### config.mk
export PLATFORM = sky130hd
export DESIGN_NAME = j1a_mem_responder
export DESIGN_NICKNAME = d
export VERILOG_FILES = /design/src/rtl/j1a_bus_pkg.sv /design/src/rtl/j1a_wait_timer.sv /design/src/rtl/j1a_mem_responder.sv
export SDC_FILE = /design/constraint.sdc
export NUM_CORES = 1
export LEC_CHECK = 0
export BUFFER_PORTS_ARGS = -buffer_cell sky130_fd_sc_hd__buf_2
export CORE_ASPECT_RATIO = 1.4
export CORE_MARGIN = 2
export CORE_UTILIZATION = 49
export DETAILED_ROUTE_END_ITERATION = 10
export PLACE_DENSITY = 0.8
export SYNTH_ARGS = -nofsm -noshare
export SYNTH_HDL_FRONTEND = slang
export SYNTH_HIERARCHICAL = 1
export SYNTH_SLANG_ARGS = --single-unit
### constraint.sdc
create_clock -name sys_clk_i -period 2.6 [get_ports sys_clk_i]
set_input_delay 0.26 -clock sys_clk_i [delete_from_list [all_inputs] [get_ports sys_clk_i]]
set_output_delay 0.26 -clock sys_clk_i [all_outputs]
set_load 0.05 [all_outputs]
### src/rtl/j1a_bus_pkg.sv
// rtl/j1a_bus_pkg.sv - shared widths and FSM encoding for the J1A memory responder
package j1a_bus_pkg;

   localparam int ADR_W     = 15;
   localparam int DAT_W     = 16;
   localparam int INS_ADR_W = 13;
   localparam int WAIT_W    = 4;

   typedef enum logic [2:0] {
      ST_IDLE   = 3'd0,
      ST_IFETCH = 3'd1,
      ST_DECIDE = 3'd2,
      ST_DREAD  = 3'd3,
      ST_WSETUP = 3'd4,
      ST_WPULSE = 3'd5,
      ST_WHOLD  = 3'd6,
      ST_ACK    = 3'd7
   } state_t;

endpackage

### src/rtl/j1a_wait_timer.sv
// rtl/j1a_wait_timer.sv - loadable down-counter timing the SRAM access phases
module j1a_wait_timer
   import j1a_bus_pkg::*;
(
   input  logic              clk,
   input  logic              rst_n,
   input  logic              load,
   input  logic [WAIT_W-1:0] load_val,
   output logic              done
);

   logic [WAIT_W-1:0] cnt_q;

   // Load on phase entry, then count down and park at zero
   always_ff @(posedge clk or negedge rst_n) begin
      if (!rst_n) begin
         cnt_q <= '0;
      end else if (load) begin
         cnt_q <= load_val;
      end else if (cnt_q != '0) begin
         cnt_q <= cnt_q - 1'b1;
      end
   end

   assign done = (cnt_q == '0);

endmodule

### src/rtl/j1a_mem_responder.sv
// rtl/j1a_mem_responder.sv - serialises J1A fetch and data cycles onto one async SRAM port
module j1a_mem_responder
   import j1a_bus_pkg::*;
#(
   parameter int unsigned      WAIT_RD  = 2,
   parameter int unsigned      WAIT_WR  = 2,
   parameter logic [ADR_W-1:0] INS_BASE = 15'h0000
) (
   input  logic                 sys_clk_i,
   input  logic                 sys_res_ni,
   input  logic                 shr_stb_i,
   output logic                 shr_ack_o,
   input  logic                 ins_cyc_i,
   input  logic [INS_ADR_W-1:0] ins_adr_i,
   output logic [DAT_W-1:0]     ins_dat_o,
   input  logic                 dat_cyc_i,
   input  logic                 dat_we_i,
   input  logic [ADR_W-1:0]     dat_adr_i,
   input  logic [DAT_W-1:0]     dat_dat_i,
   output logic [DAT_W-1:0]     dat_dat_o,
   output logic [ADR_W-1:0]     mem_adr_o,
   output logic [DAT_W-1:0]     mem_dat_o,
   input  logic [DAT_W-1:0]     mem_dat_i,
   output logic                 mem_ce_no,
   output logic                 mem_oe_no,
   output logic                 mem_we_no
);

   localparam logic [WAIT_W-1:0] RD_LOAD = WAIT_W'(WAIT_RD);
   localparam logic [WAIT_W-1:0] WR_LOAD = WAIT_W'(WAIT_WR);

   state_t             state_q, state_d;
   logic               tmr_load;
   logic [WAIT_W-1:0]  tmr_val;
   logic               tmr_done;
   logic [ADR_W-1:0]   wr_adr_q;
   logic [DAT_W-1:0]   wr_dat_q;
   logic               wr_drop_q;
   logic [ADR_W-1:0]   ins_mem_adr;

   // Address wraps modulo 2^15 by virtue of the 15-bit sum
   assign ins_mem_adr = INS_BASE + {{(ADR_W-INS_ADR_W){1'b0}}, ins_adr_i};

   j1a_wait_timer u_wait_timer (
      .clk      (sys_clk_i),
      .rst_n    (sys_res_ni),
      .load     (tmr_load),
      .load_val (tmr_val),
      .done     (tmr_done)
   );

   // State register
   always_ff @(posedge sys_clk_i or negedge sys_res_ni) begin
      if (!sys_res_ni) state_q <= ST_IDLE;
      else             state_q <= state_d;
   end

   // Next state and timer load; reads abort on a dropped strobe, writes run to completion
   always_comb begin
      state_d  = state_q;
      tmr_load = 1'b0;
      tmr_val  = RD_LOAD;
      case (state_q)
         ST_IDLE: begin
            if (shr_stb_i && ins_cyc_i) begin
               state_d  = ST_IFETCH;
               tmr_load = 1'b1;
            end else if (shr_stb_i && dat_cyc_i) begin
               state_d = ST_DECIDE;
            end
         end
         ST_IFETCH: begin
            if (!shr_stb_i)    state_d = ST_IDLE;
            else if (tmr_done) state_d = ST_DECIDE;
         end
         ST_DECIDE: begin
            if (!shr_stb_i) begin
               state_d = ST_IDLE;
            end else if (dat_cyc_i && dat_we_i) begin
               state_d = ST_WSETUP;
            end else if (dat_cyc_i) begin
               state_d  = ST_DREAD;
               tmr_load = 1'b1;
            end else begin
               state_d = ST_ACK;
            end
         end
         ST_DREAD: begin
            if (!shr_stb_i)    state_d = ST_IDLE;
            else if (tmr_done) state_d = ST_ACK;
         end
         ST_WSETUP: begin
            state_d  = ST_WPULSE;
            tmr_load = 1'b1;
            tmr_val  = WR_LOAD;
         end
         ST_WPULSE: begin
            if (tmr_done) state_d = ST_WHOLD;
         end
         ST_WHOLD: begin
            state_d = (wr_drop_q || !shr_stb_i) ? ST_IDLE : ST_ACK;
         end
         ST_ACK:  state_d = ST_IDLE;
         default: state_d = ST_IDLE;
      endcase
   end

   // Read-data latches, write address/data capture and the sticky strobe-drop flag
   always_ff @(posedge sys_clk_i or negedge sys_res_ni) begin
      if (!sys_res_ni) begin
         ins_dat_o <= '0;
         dat_dat_o <= '0;
         wr_adr_q  <= '0;
         wr_dat_q  <= '0;
         wr_drop_q <= 1'b0;
      end else begin
         if (state_q == ST_IFETCH && tmr_done && shr_stb_i) ins_dat_o <= mem_dat_i;
         if (state_q == ST_DREAD  && tmr_done && shr_stb_i) dat_dat_o <= mem_dat_i;
         if (state_q == ST_DECIDE) begin
            wr_adr_q  <= dat_adr_i;
            wr_dat_q  <= dat_dat_i;
            wr_drop_q <= 1'b0;
         end else if ((state_q == ST_WSETUP || state_q == ST_WPULSE ||
                       state_q == ST_WHOLD) && !shr_stb_i) begin
            wr_drop_q <= 1'b1;
         end
      end
   end

   // SRAM strobes and acknowledge decoded from state; writes use captured address/data
   always_comb begin
      shr_ack_o = 1'b0;
      mem_ce_no = 1'b1;
      mem_oe_no = 1'b1;
      mem_we_no = 1'b1;
      mem_adr_o = '0;
      mem_dat_o = '0;
      case (state_q)
         ST_IFETCH: begin
            mem_adr_o = ins_mem_adr;
            mem_ce_no = 1'b0;
            mem_oe_no = 1'b0;
         end
         ST_DREAD: begin
            mem_adr_o = dat_adr_i;
            mem_ce_no = 1'b0;
            mem_oe_no = 1'b0;
         end
         ST_WSETUP, ST_WHOLD: begin
            mem_adr_o = wr_adr_q;
            mem_dat_o = wr_dat_q;
            mem_ce_no = 1'b0;
         end
         ST_WPULSE: begin
            mem_adr_o = wr_adr_q;
            mem_dat_o = wr_dat_q;
            mem_ce_no = 1'b0;
            mem_we_no = 1'b0;
         end
         ST_ACK:  shr_ack_o = 1'b1;
         default: ;
      endcase
   end

endmodule

==> results of run 1 <==
[Yosys cell counts (2+ instances only)]
master | n | share of area (%)
mux2_2 | 63 | 21
nor3_1 | 2 | 0.30
inv_1 | 4 | 0.45
o21ai_0 | 18 | 2.7
nor2_1 | 3 | 0.33
nand2b_1 | 5 | 0.93
dfrtp_1 | 71 | 53
a21oi_1 | 5 | 0.74
nor3b_1 | 2 | 0.45
o2111ai_1 | 2 | 0.52
mux2i_1 | 14 | 4.2
and3_1 | 17 | 3.2
nor2b_1 | 4 | 0.74
buf_4 | 4 | 0.89
buf_2 | 3 | 0.45
conb_1 | 2 | 0.22
o21ai_1 | 2 | 0.30
clkbuf_1 | 10 | 1.1
nand3_1 | 4 | 0.59
nand2_1 | 21 | 2.3
[stage by stage]
| stage | instance area, µm² | total power, mW | hold slack, ns | worst slack, ns | util [%] |
|---|---|---|---|---|---|
| after floorplan | 3376 | 4.716 | -0.03559 | -0.04777 | - |
| after global placement | 4124 | 5.387 | 0.2227 | 0.5367 | 62.37 |
| after detailed placement | 4124 | 5.495 | 0.2265 | 0.4241 | 62.37 |
| after CTS | 4364 | 6.513 | 0.1337 | 0.2458 | 66.00 |
| after global routing | 4364 | 6.817 | 0.1369 | 0.1076 | 66.00 |
| final | 4364 | 6.458 | 0.1476 | 0.2569 | 66.00 |
[state kept, by name, indices dropped and copies added, names as in the netlist]
signal and count:
wr_dat_q 16, wr_adr_q 15, ins_dat_o 16, state_q 3, wr_drop_q 1, u_wait_timer/cnt_q 4, dat_dat_o 16
[final cells by class]
cell class              count  area [µm²]
clock buffers              12       165.2
clock inverters             3       65.06
fillers                   517        2248
inverters                   4       15.01
multi-input cells         185        1489
flip-flops and latches     71        1777
well taps                  92       115.1
repair buffers            142       738.2
[critical path, cell delays in order, from the launching register on]
cell and delay [ns]:
dfrtp_1 0.62, buf_4 0.30, and2_0 0.15, buf_4 0.20, nand2_1 0.08, o21ai_0 0.08
buf_2 0.29
[worst paths after layout]
kind / from / endpoint
min in group asynchronous: sys_res_ni / dat_dat_o[3]
max in group asynchronous: sys_res_ni / wr_dat_q[5]
hold reg to reg: wr_adr_q[9] / wr_adr_q[9]
hold / removal: dat_dat_i[6] / wr_dat_q[6]
setup reg to reg: u_wait_timer/cnt_q[1] / dat_dat_o[9]
setup / recovery: state_q[2] / mem_adr_o[10]
[power by group through the flow]
stage | logic, mW | clock network, mW | registers, mW
finish | 3.49 | 1.00 | 1.97
global route | 3.70 | 1.08 | 2.04
CTS | 3.52 | 1.03 | 1.96
detailed placement | 3.51 | 0 | 1.98
global placement | 3.44 | 0 | 1.95
floorplan | 2.09 | 0 | 2.63
[metal layers]
layer / global-route usage [%] / vias to the layer above
li1: - / 1244
met1: 24.38 / 1277
met2: 36.33 / 92
met3: 4.241 / 7
met4: 9.650 / 0
met5: 0 / -
[cell families after synthesis]
kind of cell	count (synthesis)
flops	71
simple gates	69
xor+xnor	1
compound gates	32
other cells	2
mux	78
buf+inv	23
fa+ha+maj	1
==> qor_table.md, run 1 <==
| Result | Reported |
| --- | --- |
| Max-slew headroom | 62.02% |
| Vias in the first global route | 2,650 |
| Required time of the worst setup path | 2.34 ns |
| Arr. time, crit path | 2.08 ns |
| Proportion of layout cells with a drive suffix above 1 | 54.20% |
| Post-layout net count | 480 |
| Remaining design rule violation count | 0 |
| Hold Crit Class | in2reg |
| Portion of total power attributed to the clock network | 15.5% |
| Post-synthesis register bit count | 71 |
| Clock-pin slew on the worst setup and hold paths | 0.08 ns |
| Commonest cells after routing, fill and taps aside | buf_2 (132), dfrtp_1 (71), mux2_2 (63) |
| Final Slew Violations | 0 |
| Antenna diode instance count | 0 |
| Vertical die dimension | 102.1 µm |
| Power Dens Cells | 1480 mW/mm² |
| Most common library cell in the layout ignoring fill and taps | buf_2 |
| Total global-route track usage | 20.87% |
| Post-detailed-routing wire length | 7397 µm |
| Total half-perimeter wirelength after legalization and detailed placement | 5378 µm |
| Top flip-flop cell by instance count after synthesis | dfrtp_1 |
| Post-route insts no fill | 509 |
| Number of library cell types mapped by synthesis | 41 |
| Proportion of synthesized area in mux cells | 25.56% |
| Total number of yosys warnings | 6 |
| Routability congestion estimate from global placement | 0.7661 |
| Dominant combinational cell family by area after synthesis | multiplexers |
| Wirelength per Cell | 14.53 µm |
| Static leakage power | 2.292 nW |
| Detailed-routed wire length on met2 | 3864 µm |
| Starting Density | 50.94% |
| GR Overflow Total | 0 |
| # resized after CTS | 0 |
| Worst setup path class | reg2out |
| Max IR drop VDD | 0.9291 mV |
| Portion of total power attributed to combinational logic | 54.1% |
| Number of placed instances, taps included | 493 |
| Number of standard cells after synthesis | 277 |
| Hold-critical path depth | 2 |
| Detailed-routing wirelength on met1 | 3017 µm |
| Clock tree buffer depth | 2 |
| Largest clock skew in the final design | 0.009310 ns |
| Adder-cell share of the synthesized area | 0.3715% |
| Transition time at the pin with the least slew margin | 0.5684 ns |
| Highest metal layer with signal wires | met4 |
| Simple logic cell fraction of the synthesized area | 12.04% |
| Share of the synthesized area in compound gates (AO/OA/AOI/OAI) | 5.461% |
| Global-route wire length before repair | 11,930 µm |
| Area added between synthesis and finish | 29.57% |
| Number of port buffers | 132 |
| Number of maximum-capacitance violations | 0 |
| Horizontal die dimension | 74.07 µm |
| Syn Std Cell Area | 0.003368 mm² |
| Number of enable-type register cells in the synthesized netlist | 0 |
| Initial antenna violation count | 0 |
| Cell at the root of the clock tree | clkbuf_8 |
| # H-tree levels | 3 |
| Routed vias | 2,620 |
| Setup slack of the most critical reg-to-reg path | 0.47 ns |
| Worst-case reg-to-reg path depth | 5 |
| Vias per cell | 5.147 |
| Final hold vios | 0 |
| Part of the power in registers | 30.5% |
| Later-pin clock latency in the skew report | 0.34 ns |
| Routed Antenna Nets | 0 |
| Initial DRT Pass Iterations | 4 |
| Fraction of registers with async set/reset | 100.0% |
| Internal Dissipation | 3.386 mW |
| Core area | 0.006613 mm² |
| Unrepaired setup endpoints after global routing | no |
| Total met3 wirelength after detailed routing | 419 µm |
| Violation count after the first detailed-routing iteration | 129 |
| Clock sink count | 71 |
| Post CTS Setup Buffer Count | 0 |
| Fin crit period | 2.343 ns |
| Crit path capture type | output port |
| Part of the Yosys area used for sequential elements | 52.75% |
| Fin crit share | 90.12% |
| Power dissipated by switching net loads | 3.072 mW |
| Result of the run | complete, no violations |
| Largest fanout on the critical path | 21 |
| Number of hold buffers added after cts | 1 |
| Highest attainable clock frequency | 426.8 MHz |
| Pin count of the biggest net entering global routing | 33 |
| Clock buffer count from CTS | 9 |
| Ports placed on the boundary | 133 |
| Switching share of power | 47.57% |
| Xor-xnor portion of the synthesized cell area | 0.2600% |
| TritonCTS clock tree | yes |
| Total die area | 0.007563 mm² |
| Total of endpoints with negative setup slack in the final report | 0 |
| Post-route setup TNS | 0 ns |
| Rows | 35 |
| Critical path startpoint category | flip-flop |
| Mean cell area of the mapped netlist | 12.16 µm² |
No activity file was read; power rests on OpenSTA's default activity.
==> run 2, diff against run 1 <==
--- a/config.mk
+++ b/config.mk
@@ -11,6 +11,7 @@
 export CORE_UTILIZATION = 49
 export DETAILED_ROUTE_END_ITERATION = 10
 export PLACE_DENSITY = 0.8
+export SETUP_SLACK_MARGIN = 0.4
 export SYNTH_ARGS = -nofsm -noshare
 export SYNTH_HDL_FRONTEND = slang
 export SYNTH_HIERARCHICAL = 1
==> qor_table.md, run 2 (synthesis gave the netlist of run 1 again) <==
| Result | Reported |
| --- | --- |
| Result of the run | complete, no violations |
| Highest attainable clock frequency | 482.0 MHz |
| Largest fanout on the critical path | 16 |
| Proportion of layout cells with a drive suffix above 1 | 54.92% |
| Pin count of the biggest net entering global routing | 46 |
| Later-pin clock latency in the skew report | 0.34 ns |
| Rows | 35 |
| Registers with the most flip-flops | dat_dat_o x16, ins_dat_o x16, wr_dat_q x16 |
| Post-layout net count | 480 |
| Power Dens Cells | 1454 mW/mm² |
| Final hold vios | 0 |
| Vias in the first global route | 2,655 |
| Worst hold margin | 0.1550 ns |
| Crit path capture type | flip-flop |
| Unrepaired setup endpoints after global routing | no |
| Fin crit share | 79.80% |
| Hold Crit Class | in2reg |
| Post CTS Setup Buffer Count | 0 |
| Total die area | 0.007563 mm² |
| Horizontal die dimension | 74.07 µm |
| Max-slew headroom | 56.67% |
| Critical path startpoint category | flip-flop |
| Arr. time, crit path | 2.29 ns |
| Antenna diode instance count | 0 |
| Remaining design rule violation count | 0 |
| Wirelength per Cell | 14.81 µm |
| Cell at the root of the clock tree | clkbuf_8 |
| Ports placed on the boundary | 133 |
| Transition time at the pin with the least slew margin | 0.6499 ns |
| Final Slew Violations | 0 |
| Largest clock skew in the final design | 0.007968 ns |
| Initial antenna violation count | 0 |
| Max IR drop VDD | 0.7055 mV |
| Clock tree buffer depth | 2 |
| Total global-route track usage | 20.59% |
| Initial DRT Pass Iterations | 4 |
| Most common library cell in the layout ignoring fill and taps | buf_2 |
| Core area | 0.006613 mm² |
| Fin crit period | 2.075 ns |
| Clock-pin slew on the worst setup and hold paths | 0.08 ns |
| Worst setup path class | reg2reg |
| Number of port buffers | 132 |
| Clock sink count | 71 |
| Vertical die dimension | 102.1 µm |
| Global-route wire length before repair | 11,890 µm |
| Routed vias | 2,626 |
| Clock buffer count from CTS | 9 |
| Commonest cells after routing, fill and taps aside | buf_2 (130), dfrtp_1 (69), mux2_2 (63) |
| Routed Antenna Nets | 0 |
| Static leakage power | 2.257 nW |
| Violation count after the first detailed-routing iteration | 159 |
| Routability congestion estimate from global placement | 0.7496 |
| TritonCTS clock tree | yes |
| Post-detailed-routing wire length | 7539 µm |
| Required time of the worst setup path | 2.82 ns |
| Total half-perimeter wirelength after legalization and detailed placement | 5577 µm |
| Area added between synthesis and finish | 29.20% |
| Starting Density | 50.94% |
| Number of maximum-capacitance violations | 0 |
| GR Overflow Total | 0 |
| Total of endpoints with negative setup slack in the final report | 0 |
| # H-tree levels | 3 |
| Post-route setup TNS | 0 ns |
| Vias per cell | 5.159 |
==> run 2: changes by cell type in the layout (fill, tap and decap cells not counted), moves of 2 or more <==
| cell | change |
|---|---|
| buf_2 | -2 |
| o21ai_1 | +9 |
| dfrtp_1 | -2 |
| buf_4 | -2 |
| bufinv_16 | -2 |
| o21ai_0 | -9 |
| dfrtp_2 | +2 |
| clkbuf_4 | +2 |
| clkinvlp_4 | +3 |
==> run 2: power by group <==
part           switching (mW)  internal, mW
clock                   0.406         0.394
sequential              0.297          1.63
combinational            2.42          1.18
total                    3.12          3.21
==> run 2: per-stage QoR <==
| step | worst slack (ns) | std cells | utilization [%] | area (µm²) | power, mW |
|---|---|---|---|---|---|
| floorplan | 0.3056 | 279 | - | 3376 | 4.730 |
| global placement | 0.5498 | 493 | 62.55 | 4136 | 5.419 |
| detailed placement | 0.4121 | 493 | 62.55 | 4136 | 5.541 |
| CTS | 0.4087 | 509 | 65.53 | 4333 | 6.365 |
| global route | 0.4020 | 509 | 65.81 | 4352 | 6.660 |
| finish | 0.5252 | 509 | 65.81 | 4352 | 6.327 |
==> run 2: metal layers <==
metal | part of all wire, % | track usage (%)
met2 | 54 | 37.29
met5 | 0 | 0
met1 | 39 | 22.37
met4 | 2.2 | 8.951
met3 | 5.4 | 5.030
==> run 2: layout make-up <==
class | instances | area, µm²
Fill cell | 512 | 2261
Sequential cell | 71 | 1779
Multi-Input combinational cell | 185 | 1500
Timing Repair Buffer | 142 | 759.5
Clock buffer | 11 | 151.4
Tap cell | 92 | 115.1
Clock inverter | 4 | 31.28
Inverter | 4 | 15.01
==> run 2: repair_timing <==
item	4_1_cts	5_1_grt
endpoints found under the setup margin	1	32
hold buffers	1	0
hold endpoints to repair	26	0
resized for setup	1	6
==> run 2: path summary, 6_finish.rpt <==
check | start | cells past startpoint | to | slack (ns)
setup / recovery | u_wait_timer/cnt_q[0] | 7 | ins_dat_o[9] | 0.53
hold / removal | dat_dat_i[12] | 2 | wr_dat_q[12] | 0.16
setup reg to reg | u_wait_timer/cnt_q[0] | 7 | ins_dat_o[9] | 0.53
hold reg to reg | wr_adr_q[9] | 1 | wr_adr_q[9] | 0.49
max in group asynchronous | sys_res_ni | 3 | wr_dat_q[6] | 1.46
min in group asynchronous | sys_res_ni | 2 | wr_adr_q[12] | 0.48
==> run 2: critical path: stages, from the launching register on <==
cell     delay, ns
dfrtp_1       0.38
inv_1         0.09
ha_1          0.21
nor3b_4       0.38
nand2_1       0.16
nor3_4        0.13
buf_4         0.25
mux2_2        0.37
